--- config.mk ---
export PLATFORM = sky130hd
export DESIGN_NAME = prog_loader
export DESIGN_NICKNAME = d
export VERILOG_FILES = /design/src/rtl/prog_loader.sv
export SDC_FILE = /design/constraint.sdc
export NUM_CORES = 1
export LEC_CHECK = 0
export ABC_AREA = 0
export BUFFER_PORTS_ARGS = -buffer_cell sky130_fd_sc_hd__buf_2
export CELL_PAD_IN_SITES_DETAIL_PLACEMENT = 0
export CELL_PAD_IN_SITES_GLOBAL_PLACEMENT = 2
export CORE_MARGIN = 3
export CORE_UTILIZATION = 30
export DETAILED_ROUTE_END_ITERATION = 8
export PLACE_DENSITY = 0.75
export SLEW_MARGIN = 20
export SYNTH_ARGS = -nofsm -noshare
export SYNTH_HDL_FRONTEND = slang
export SYNTH_SLANG_ARGS = --single-unit
--- constraint.sdc ---
create_clock -name clk -period 4.9 [get_ports clk]
set_clock_uncertainty 0.15 [all_clocks]
set_input_delay 0.735 -clock clk [delete_from_list [all_inputs] [get_ports clk]]
set_output_delay 0.735 -clock clk [all_outputs]
set_load 0.05 [all_outputs]
--- src/rtl/prog_loader.sv ---
`default_nettype none
// ============================================================================
// Module   : prog_loader
// Purpose  : Receives a program image over an 8-bit valid/ready byte stream
//            and writes it into instruction memory while halting the CPU.
//            Stream format: 1 header byte (word count N, 0 => full memory),
//            N words of DATA_WIDTH/8 bytes each (MSB first), then one
//            XOR checksum byte covering every data byte.
// Ports    : clk, reset         - clock, synchronous active-high reset
//            start              - one-cycle load request (IDLE/DONE/ERROR)
//            rx_data/rx_valid   - incoming byte stream
//            rx_ready           - loader can accept a byte this cycle
//            mem_addr/mem_data  - instruction memory write address / word
//            mem_we             - one-cycle write strobe
//            cpu_halt, busy     - load in progress
//            done, error        - result of the last load, held
// Revision : 1.0 - initial release
// ============================================================================
module prog_loader #(
    parameter int DATA_WIDTH = 32,
    parameter int ADDR_WIDTH = 6
) (
    input  logic                  clk,
    input  logic                  reset,
    input  logic                  start,
    input  logic [7:0]            rx_data,
    input  logic                  rx_valid,
    output logic                  rx_ready,
    output logic [ADDR_WIDTH-1:0] mem_addr,
    output logic [DATA_WIDTH-1:0] mem_data,
    output logic                  mem_we,
    output logic                  cpu_halt,
    output logic                  busy,
    output logic                  done,
    output logic                  error
);

    localparam int c_BPW = DATA_WIDTH / 8;
    localparam int c_BCW = (c_BPW > 1) ? $clog2(c_BPW) : 1;
    // Word counters must hold both the 8-bit header value and 2**ADDR_WIDTH.
    localparam int c_CW  = (ADDR_WIDTH + 1 > 9) ? ADDR_WIDTH + 1 : 9;

    localparam logic [c_CW-1:0]  c_CAP       = c_CW'(1) << ADDR_WIDTH;
    localparam logic [c_BCW-1:0] c_LAST_BYTE = c_BCW'(c_BPW - 1);

    localparam logic [2:0] S_IDLE   = 3'd0;
    localparam logic [2:0] S_HEADER = 3'd1;
    localparam logic [2:0] S_LOAD   = 3'd2;
    localparam logic [2:0] S_WRITE  = 3'd3;
    localparam logic [2:0] S_CHECK  = 3'd4;
    localparam logic [2:0] S_DONE   = 3'd5;
    localparam logic [2:0] S_ERROR  = 3'd6;

    logic [2:0]            r_state;
    logic [2:0]            w_next;
    logic [c_CW-1:0]       r_count;
    logic [c_CW-1:0]       r_words;
    logic [ADDR_WIDTH-1:0] r_addr;
    logic [DATA_WIDTH-1:0] r_word;
    logic [c_BCW-1:0]      r_byte_cnt;
    logic [7:0]            r_csum;

    logic                  w_fire;
    logic [c_CW-1:0]       w_hdr_n;
    logic                  w_last_word;

    assign rx_ready = (r_state == S_HEADER) || (r_state == S_LOAD) ||
                      (r_state == S_CHECK);
    assign mem_we   = (r_state == S_WRITE);
    assign busy     = (r_state == S_HEADER) || (r_state == S_LOAD) ||
                      (r_state == S_WRITE)  || (r_state == S_CHECK);
    assign cpu_halt = busy;
    assign done     = (r_state == S_DONE);
    assign error    = (r_state == S_ERROR);
    assign mem_addr = r_addr;
    assign mem_data = r_word;

    assign w_fire      = rx_valid && rx_ready;
    // A zero header byte encodes a full-memory load.
    assign w_hdr_n     = (rx_data == 8'd0) ? c_CAP : c_CW'(rx_data);
    assign w_last_word = ((r_words + c_CW'(1)) == r_count);

    always_comb begin
        w_next = r_state;
        case (r_state)
            S_IDLE, S_DONE, S_ERROR: begin
                if (start) w_next = S_HEADER;
            end
            S_HEADER: begin
                if (w_fire) w_next = (w_hdr_n > c_CAP) ? S_ERROR : S_LOAD;
            end
            S_LOAD: begin
                if (w_fire && (r_byte_cnt == c_LAST_BYTE)) w_next = S_WRITE;
            end
            S_WRITE: begin
                w_next = w_last_word ? S_CHECK : S_LOAD;
            end
            S_CHECK: begin
                if (w_fire) w_next = (rx_data == r_csum) ? S_DONE : S_ERROR;
            end
            default: w_next = S_IDLE;
        endcase
    end

    always_ff @(posedge clk) begin
        if (reset) begin
            r_state    <= S_IDLE;
            r_count    <= '0;
            r_words    <= '0;
            r_addr     <= '0;
            r_word     <= '0;
            r_byte_cnt <= '0;
            r_csum     <= '0;
        end else begin
            r_state <= w_next;
            case (r_state)
                S_IDLE, S_DONE, S_ERROR: begin
                    if (start) begin
                        r_count    <= '0;
                        r_words    <= '0;
                        r_addr     <= '0;
                        r_byte_cnt <= '0;
                        r_csum     <= '0;
                    end
                end
                S_HEADER: begin
                    if (w_fire) r_count <= w_hdr_n;
                end
                S_LOAD: begin
                    if (w_fire) begin
                        r_word     <= (r_word << 8) | DATA_WIDTH'(rx_data);
                        r_csum     <= r_csum ^ rx_data;
                        r_byte_cnt <= (r_byte_cnt == c_LAST_BYTE) ? '0
                                                                  : r_byte_cnt + c_BCW'(1);
                    end
                end
                S_WRITE: begin
                    r_words <= r_words + c_CW'(1);
                    // Holding the address on the final word keeps a
                    // full-memory load from wrapping back to 0.
                    if (!w_last_word) r_addr <= r_addr + ADDR_WIDTH'(1);
                end
                default: ;
            endcase
        end
    end

endmodule
`default_nettype wire

After elaboration in Yosys (flattened, before gate mapping)
Index checks and enable logic that the tools add are counted.
{ "op_classes": {"add_sub_neg": 3, "n_lt_le_gt_ge": 1, "n_eq_ne": 15, "mux": 23, "bitwise_logic": 2, "reduce_logical": 18} }
{ "ops": {"columns": ["op", "count"], "rows": [
  ["$pmux W9 S2", 2],
  ["$or A32 B8 Y32", 1],
  ["$mux W8", 3],
  ["$mux W3", 6],
  ["$mux W9", 2],
  ["$pmux W8 S2", 1],
  ["$pmux W3 S5", 1],
  ["$mux W6", 2],
  ["$pmux W6 S2", 1],
  ["$ne A2 B2 Y1 const B", 5],
  ["$add A9 B1 Y9 const B", 1],
  ["$eq A3 B3 Y1 const B", 3],
  ["$eq A9 B9 Y1", 1],
  ["$reduce_and A3 Y1", 3],
  ["$eq A8 B8 Y1", 1],
  ["$gt A8 B7 Y1 const B", 1],
  ["$logic_not A8 Y1", 1],
  ["$mux W2", 4],
  ["$xor A8 B8 Y8", 1],
  ["$add A6 B1 Y6 const B", 1],
  ["$eq A3 B2 Y1 const B", 2],
  ["$reduce_bool A2 Y1", 3],
  ["$logic_or A1 B1 Y1", 4],
  ["$pmux W2 S2", 1],
  ["9 further kinds", 11]
]} }
{ "totals": {"register_bits": 69, "in_bits": 12, "out_inout_bits": 44, "elab_cells": 69} }

Logic depth before layout (Yosys ltp)
Gate-level depths: netlist of the first run.
{ "depth": {"depth_word": 7, "depth_mapped": 9, "ltp_nobuf": 8} }

Worst setup path after synthesis of the first run
Ideal clock, no wire load.
{ "synth_path": {"path_kind": "register to output", "from": "register r_state[2]", "to": "output cpu_halt", "t_arrival_ps": 2657, "required_ps": 4015, "slack_ps": 1358, "path_stages_with_launch": 7, "path_buffers": 2, "cell_sequence": "dfxtp_1 -> clkbuf_1 -> nor2b_1 -> nor2_1 -> o21ai_0 -> or2_2 -> buf_4"} }
{ "synth_via": {"elab_chain_cells": 4} }
{ "synth_rtl": {"columns": ["item", "line_no", "text"], "rows": [
  ["start, declared", "54", "logic [2:0] r_state;"],
  ["start signal, assigned", "115", "r_state <= w_next;"],
  ["$eq A3 B1 Y1 or $eq A3 B2 Y1 (tied branches)", "70", "assign busy = (r_state == S_HEADER) || (r_state == S_LOAD) ||"],
  ["$logic_or A1 B1 Y1 (2 in a row)", "70", null],
  ["$logic_or A1 B1 Y1 *", "71", "(r_state == S_WRITE) || (r_state == S_CHECK);"],
  ["end, declared", "32", "output logic cpu_halt,"]
]} }
Mark *: on every way between the ends. The rest lies on a longest branch, timed or not.

Final worst setup path of the first run
{ "layout_path": {"from": "register r_state[0]", "to": "output busy"} }
{ "layout_via": {"elab_chain_cells": 4} }
{ "layout_rtl": {"columns": ["item", "line_no", "text"], "rows": [
  ["$eq A3 B1 Y1 or $eq A3 B2 Y1 (tied branches)", "70", null],
  ["$logic_or A1 B1 Y1 (2 in a row)", "70", null],
  ["$logic_or A1 B1 Y1 *", "71", null],
  ["end, declared", "33", "output logic busy,"]
]} }
Marks and branches as above.

==> impl_metrics.yaml, run 1 <==
status:
  status: "complete, no violations"
yosys:
  synth_cells: 442
  ys_warn_count: 0
  syn_area_sq_um: 3317
  synth_nets: 457
  synthArstFlopShare: 0
  yosysUniqueCellTypes: 53
  synthTopCellsByArea: "dfxtp_1, nand2_1, a21oi_1"
  syn_avg_cell_area_sq_um: 7.504
  synth-seq-cells: 68
  ys_seq_area_frac: 0.4104
  ys.flop_type: "dfxtp_1"
  yosysTopAreaCell: "dfxtp_1"
  synth_edf_count: 0
  yosysTopAreaCellShare: 0.4104
route:
  drtAntennaViolNets: 0
  via_per_inst: 5.051
  first_pass_iters: 4
  wire_per_inst_um: 14.54
  drc: 0
  num_vias: 3147
  routed_wl_mm: 9.056
  dr.first_iter.drc_count: 171
floorplanning:
  die_w_um: 111.2
  ios: 56
  start_util: 0.3142
  core_area_sq_um: 10560
  chipHeight_um: 111.2
  rows: 37
  fp.dieArea_sq_um: 12350
cells_and_area:
  antenna_cells: 0
  final_util: 0.3695
  final_common_cell: "nand2_1"
  syn_to_final_growth_pct: 17.58
  final_cell_mix: "nand2_1, dfxtp_1, a21oi_1"
  drive_above_1_share: 0.1704
  nNetsFinal: 498
timing:
  max_freq_ghz: 0.2807
  relSlewSlack: 0.4838
  rsz0062_at_grt: "false"
  hold-worst-slack_ns: 0.3085
  final.min_clock_period_ns: 3.562
  finalCritPeriodShare: 0.7270
  hold_viol: 0
  fin_ws_ns: 1.338
  setup_viol: 0
  worst_pin_slew_ns: 0.7743
  fin_tns_setup_ns: 0
  slew_violations: 0
worst_setup_path:
  worstPathRequired_ns: 4.01
  cp-startpoint: "r_state[0]"
  critPathSlowestCell: "clkinv_1"
  crit_type: "flop to output pin"
  end_kind: "output pin"
  slowest_delay_ns: 0.58
  r2r_start: "r_words[0]"
  path_cells: "nor2b_1 -> nand2_1 -> clkinv_1 -> or2_2 -> buf_2"
  start_kind: "flop"
  crit_arrival_ns: 2.68
  cp_max_fo: 19
clock_tree:
  cts_tree: "yes"
  clockBufferDepth: 2
  cts_sinks: 68
  clkTransAtPathRegs_ns: 0.08
  cts_resized: 0
  cts_buffers: 9
  htreeDepth: 3
  cts-root-buf: "clkbuf_8"
  cts_hold_buffers: 0
  insertion_delay_ns: 0.34
  postCtsSetupBuffers: 0
placement:
  gp_routability_congestion: 0.8255
  io_buffer_count: 55
  dp.final_hpwl_mm: 6.028
  pre_cts_ws_ns: 1.652
pwr:
  p_leak_nw: 1.474
  vdd.ir_drop.worst_v: 0.0004310
  p_per_area_nw_per_um2: 451.0
  power.total_mw: 1.759
global_route:
  grt_start_max_net_pins: 71
  grt_pass1_vias: 2914
  overflow: 0
  track_usage: 0.1458
  antenna_found_initial: 0
  grt_pass1_wl_mm: 15.06
hold_path:
  worstHoldPathType: "flop to flop"
  min-delay-start: "mem_data[31]"
flow_run:
  drv_cap: 0
[routing by layer]
metal  track usage  part of all wire
met3       0.02620             0.038
met5             0                 0
met2        0.2205              0.45
met4       0.04947             0.017
met1        0.2088              0.49
[logic make-up after synthesis]
group | Yosys count | synth area share
AOI/OAI and AO/OA | 122 | 0.2233
xor gates and xnor gates | 10 | 0.02641
adders and majority gates | 3 | 0.01132
buffers and inverters | 41 | 0.05243
DFF | 68 | 0.4104
muxes | 2 | 0.006036
and+or+nand+nor | 196 | 0.2701
[per-stage QoR]
stage | std cells | area, sq um
floorplan | 442 | 3317
global placement | 608 | 3662
detailed placement | 608 | 3662
CTS | 623 | 3900
global route | 623 | 3900
finish | 623 | 3900
[synthesized netlist by cell type (2+ instances only)]
| cell | number |
|---|---|
| inv_1 | 12 |
| nor2_1 | 44 |
| a21oi_1 | 59 |
| nor3b_1 | 3 |
| a22oi_1 | 8 |
| o22a_1 | 2 |
| and3_1 | 3 |
| nor4b_1 | 3 |
| nand3_1 | 11 |
| o22ai_1 | 4 |
| o21ai_0 | 21 |
| nor2b_1 | 2 |
| or3_1 | 2 |
| ha_1 | 3 |
| a221oi_1 | 2 |
| and4_1 | 3 |
| dfxtp_1 | 68 |
| clkbuf_1 | 23 |
| mux2i_1 | 2 |
| o2111ai_1 | 3 |
| nand2_1 | 95 |
| xnor2_1 | 7 |
| nand2_2 | 2 |
| a31oi_1 | 8 |
| nand2b_1 | 8 |
| nor4_1 | 3 |
| a311oi_1 | 2 |
| nor3_1 | 7 |
| or2_2 | 2 |
| xor2_1 | 3 |
| buf_4 | 3 |
| nand4_1 | 3 |
[sequential cells by signal (all words and copies together) (netlist names)]
register / flops
r_state: 3
r_csum: 8
r_words: 9
r_byte_cnt: 2
mem_addr: 6
mem_data: 32
r_count: 8
[final cells by class]
| type | count | area (sq um) |
|---|---|---|
| Fill cell | 1139 | 6655 |
| Tap cell | 136 | 170.2 |
| Multi-Input combinational cell | 333 | 1784 |
| Sequential cell | 68 | 1361 |
| Inverter | 13 | 48.80 |
| Clock inverter | 6 | 113.9 |
| Timing Repair Buffer | 58 | 297.8 |
| Clock buffer | 9 | 123.9 |
[final timing paths]
path	to	slack, ns	depth (start not counted)
max	busy	1.34	5
min reg2reg	mem_data[31]	0.31	2
max reg2reg	mem_addr[2]	2.21	7
min	mem_data[31]	0.31	2
[where the power goes]
group | switching [mW] | total [mW] | internal [mW]
clock network | 0.225 | 0.561 | 0.336
logic | 0.405 | 0.556 | 0.151
registers | 0.0561 | 0.642 | 0.586
total | 0.686 | 1.76 | 1.07
[critical path, delay by kind of cell, from the launching register on]
kind | cells | cell delay, ns
DFF | 1 | 0.45
buffers and inverters | 2 | 0.80
and+or+nand+nor | 3 | 1.10
Note: power is estimated with default switching activity, not from simulation.
==> run 2, diff against run 1 <==
--- a/config.mk
+++ b/config.mk
@@ -10,9 +10,9 @@
 export CELL_PAD_IN_SITES_DETAIL_PLACEMENT = 0
 export CELL_PAD_IN_SITES_GLOBAL_PLACEMENT = 2
 export CORE_MARGIN = 3
-export CORE_UTILIZATION = 30
+export CORE_UTILIZATION = 29
 export DETAILED_ROUTE_END_ITERATION = 8
-export PLACE_DENSITY = 0.75
+export PLACE_DENSITY = 0.76
 export SLEW_MARGIN = 20
 export SYNTH_ARGS = -nofsm -noshare
 export SYNTH_HDL_FRONTEND = slang
==> constraint.sdc (replaced) <==
create_clock -name clk -period 2.9 [get_ports clk]
set_clock_uncertainty 0.15 [all_clocks]
set_input_delay 0.435 -clock clk [delete_from_list [all_inputs] [get_ports clk]]
set_output_delay 0.435 -clock clk [all_outputs]
set_load 0.05 [all_outputs]
==> run 2 against run 1 <==
Net effect:
- worst hold slack got worse by 0.060 ns
- first-iteration DRC count rose by 20%
- critical path type is now flop to flop
- register-to-register slack worse by 1.9 ns
- wire length is 0.49% higher
- die area is 3.3% higher
- sequential power increased by 70%
- combinational power is 73% higher
- clock power is 93% higher
- largest power group unchanged
- critical path depth rose by 2
- non-clock buffer count up 4
- sequential share of layout area decreased by 0.79 points
- total power up 78%
==> impl_metrics.yaml, run 2 (synthesis gave the netlist of run 1 again) <==
status:
  status: "complete, no violations"
timing:
  setup_viol: 0
  worst_pin_slew_ns: 0.6298
  fin_tns_setup_ns: 0
  max_freq_ghz: 0.3831
  final.min_clock_period_ns: 2.611
  hold_viol: 0
  relSlewSlack: 0.5773
  rsz0062_at_grt: "false"
  fin_ws_ns: 0.2894
  hold-worst-slack_ns: 0.2483
  finalCritPeriodShare: 0.9002
  slew_violations: 0
floorplanning:
  rows: 38
  die_w_um: 112.9
  start_util: 0.3007
  core_area_sq_um: 11030
  ios: 56
  chipHeight_um: 112.9
  fp.dieArea_sq_um: 12760
route:
  num_vias: 3147
  first_pass_iters: 5
  wire_per_inst_um: 14.40
  via_per_inst: 4.979
  dr.first_iter.drc_count: 206
  routed_wl_mm: 9.100
  drtAntennaViolNets: 0
  drc: 0
worst_setup_path:
  crit_type: "flop to flop"
  worstPathRequired_ns: 3.00
  start_kind: "flop"
  crit_arrival_ns: 2.71
  cp_max_fo: 11
  end_kind: "flop"
cells_and_area:
  final_cell_mix: "nand2_1, dfxtp_1, a21oi_1"
  largest_reg_flops: 32
  final_common_cell: "nand2_1"
  antenna_cells: 0
  syn_to_final_growth_pct: 20.29
  drive_above_1_share: 0.1768
  finalNonFillerCells: 632
  nNetsFinal: 502
  final_util: 0.3617
  final_cell_area_sq_um: 3990
global_route:
  track_usage: 0.1447
  antenna_found_initial: 0
  grt_pass1_wl_mm: 15.12
  grt_start_max_net_pins: 56
  grt_pass1_vias: 2908
  overflow: 0
clock_tree:
  postCtsSetupBuffers: 0
  cts_hold_buffers: 0
  clkTransAtPathRegs_ns: 0.06
  htreeDepth: 3
  insertion_delay_ns: 0.33
  cts_buffers: 9
  cts_tree: "yes"
  cts-root-buf: "clkbuf_16"
  clockBufferDepth: 2
  cts_resized: 0
  cts_sinks: 68
placement:
  postPlaceCellArea_sq_um: 3697
  pre_cts_ws_ns: 0.3196
  dp.final_hpwl_mm: 6.207
  dp.cells: 616
  io_buffer_count: 55
  gp_routability_congestion: 0.7693
pwr:
  power.total_mw: 3.127
  swShare: 0.3843
  combPwrFrac: 0.308
  share_seq_of_total_power: 0.348
  p_per_area_nw_per_um2: 783.8
  vdd.ir_drop.worst_v: 0.0003157
  p_leak_nw: 1.521
  p_sw_mw: 1.202
  clkPwrFrac: 0.344
  p_int_mw: 1.925
hold_path:
  worstHoldPathType: "primary input to flop"
flow_run:
  drv_cap: 0
-- run 2: changes by cell type in the layout (fill, tap and decap cells not counted), moves of 2 or more --
cell | previous run | this run
clkbuf_16 | 0 | 9
bufinv_16 | 3 | 1
clkinv_2 | 0 | 2
buf_4 | 3 | 7
clkbuf_8 | 9 | 0
-- run 2: worst max-delay path, cell delays in order (launching register included) --
cell and delay (ns):
dfxtp_1 0.42, ha_1 0.47, nand3_4 0.15, or4_4 0.52, a211oi_4 0.37, nand2_2 0.13
a21o_1 0.19, a31oi_1 0.14
-- run 2: final cells by class --
| class | instances | area, sq um |
|---|---|---|
| clock buffers | 10 | 229.0 |
| clock inverters | 6 | 63.81 |
| fillers | 1215 | 7041 |
| inverters | 13 | 48.80 |
| multi-input cells | 333 | 1784 |
| flip-flops and latches | 68 | 1361 |
| well taps | 140 | 175.2 |
| repair buffers | 62 | 327.8 |
-- run 2: final timing paths --
| kind | end | startpoint | cells past startpoint | slack (ns) |
|---|---|---|---|---|
| min reg2reg | mem_data[25] | mem_data[25] | 2 | 0.30 |
| min | mem_data[6] | rx_data[6] | 3 | 0.25 |
| max | mem_addr[2] | r_words[0] | 7 | 0.29 |
| max reg2reg | mem_addr[2] | r_words[0] | 7 | 0.29 |
-- run 2: per-layer routing --
layer	wire length, um	track usage	part of all wire
met3	367	0.02513	0.040
met1	4657	0.2135	0.51
met2	3956	0.2113	0.43
met4	119	0.05048	0.013
met5	0	0	0
-- run 2: power groups by stage --
stage / Sequential, mW / Clock, mW / Combinational (mW)
floorplan: 1.09 / 0 / 0.745
global placement: 1.11 / 0 / 0.969
detailed placement: 1.11 / 0 / 0.972
CTS: 1.09 / 1.11 / 0.974
global route: 1.10 / 1.14 / 1.07
finish: 1.09 / 1.08 / 0.962
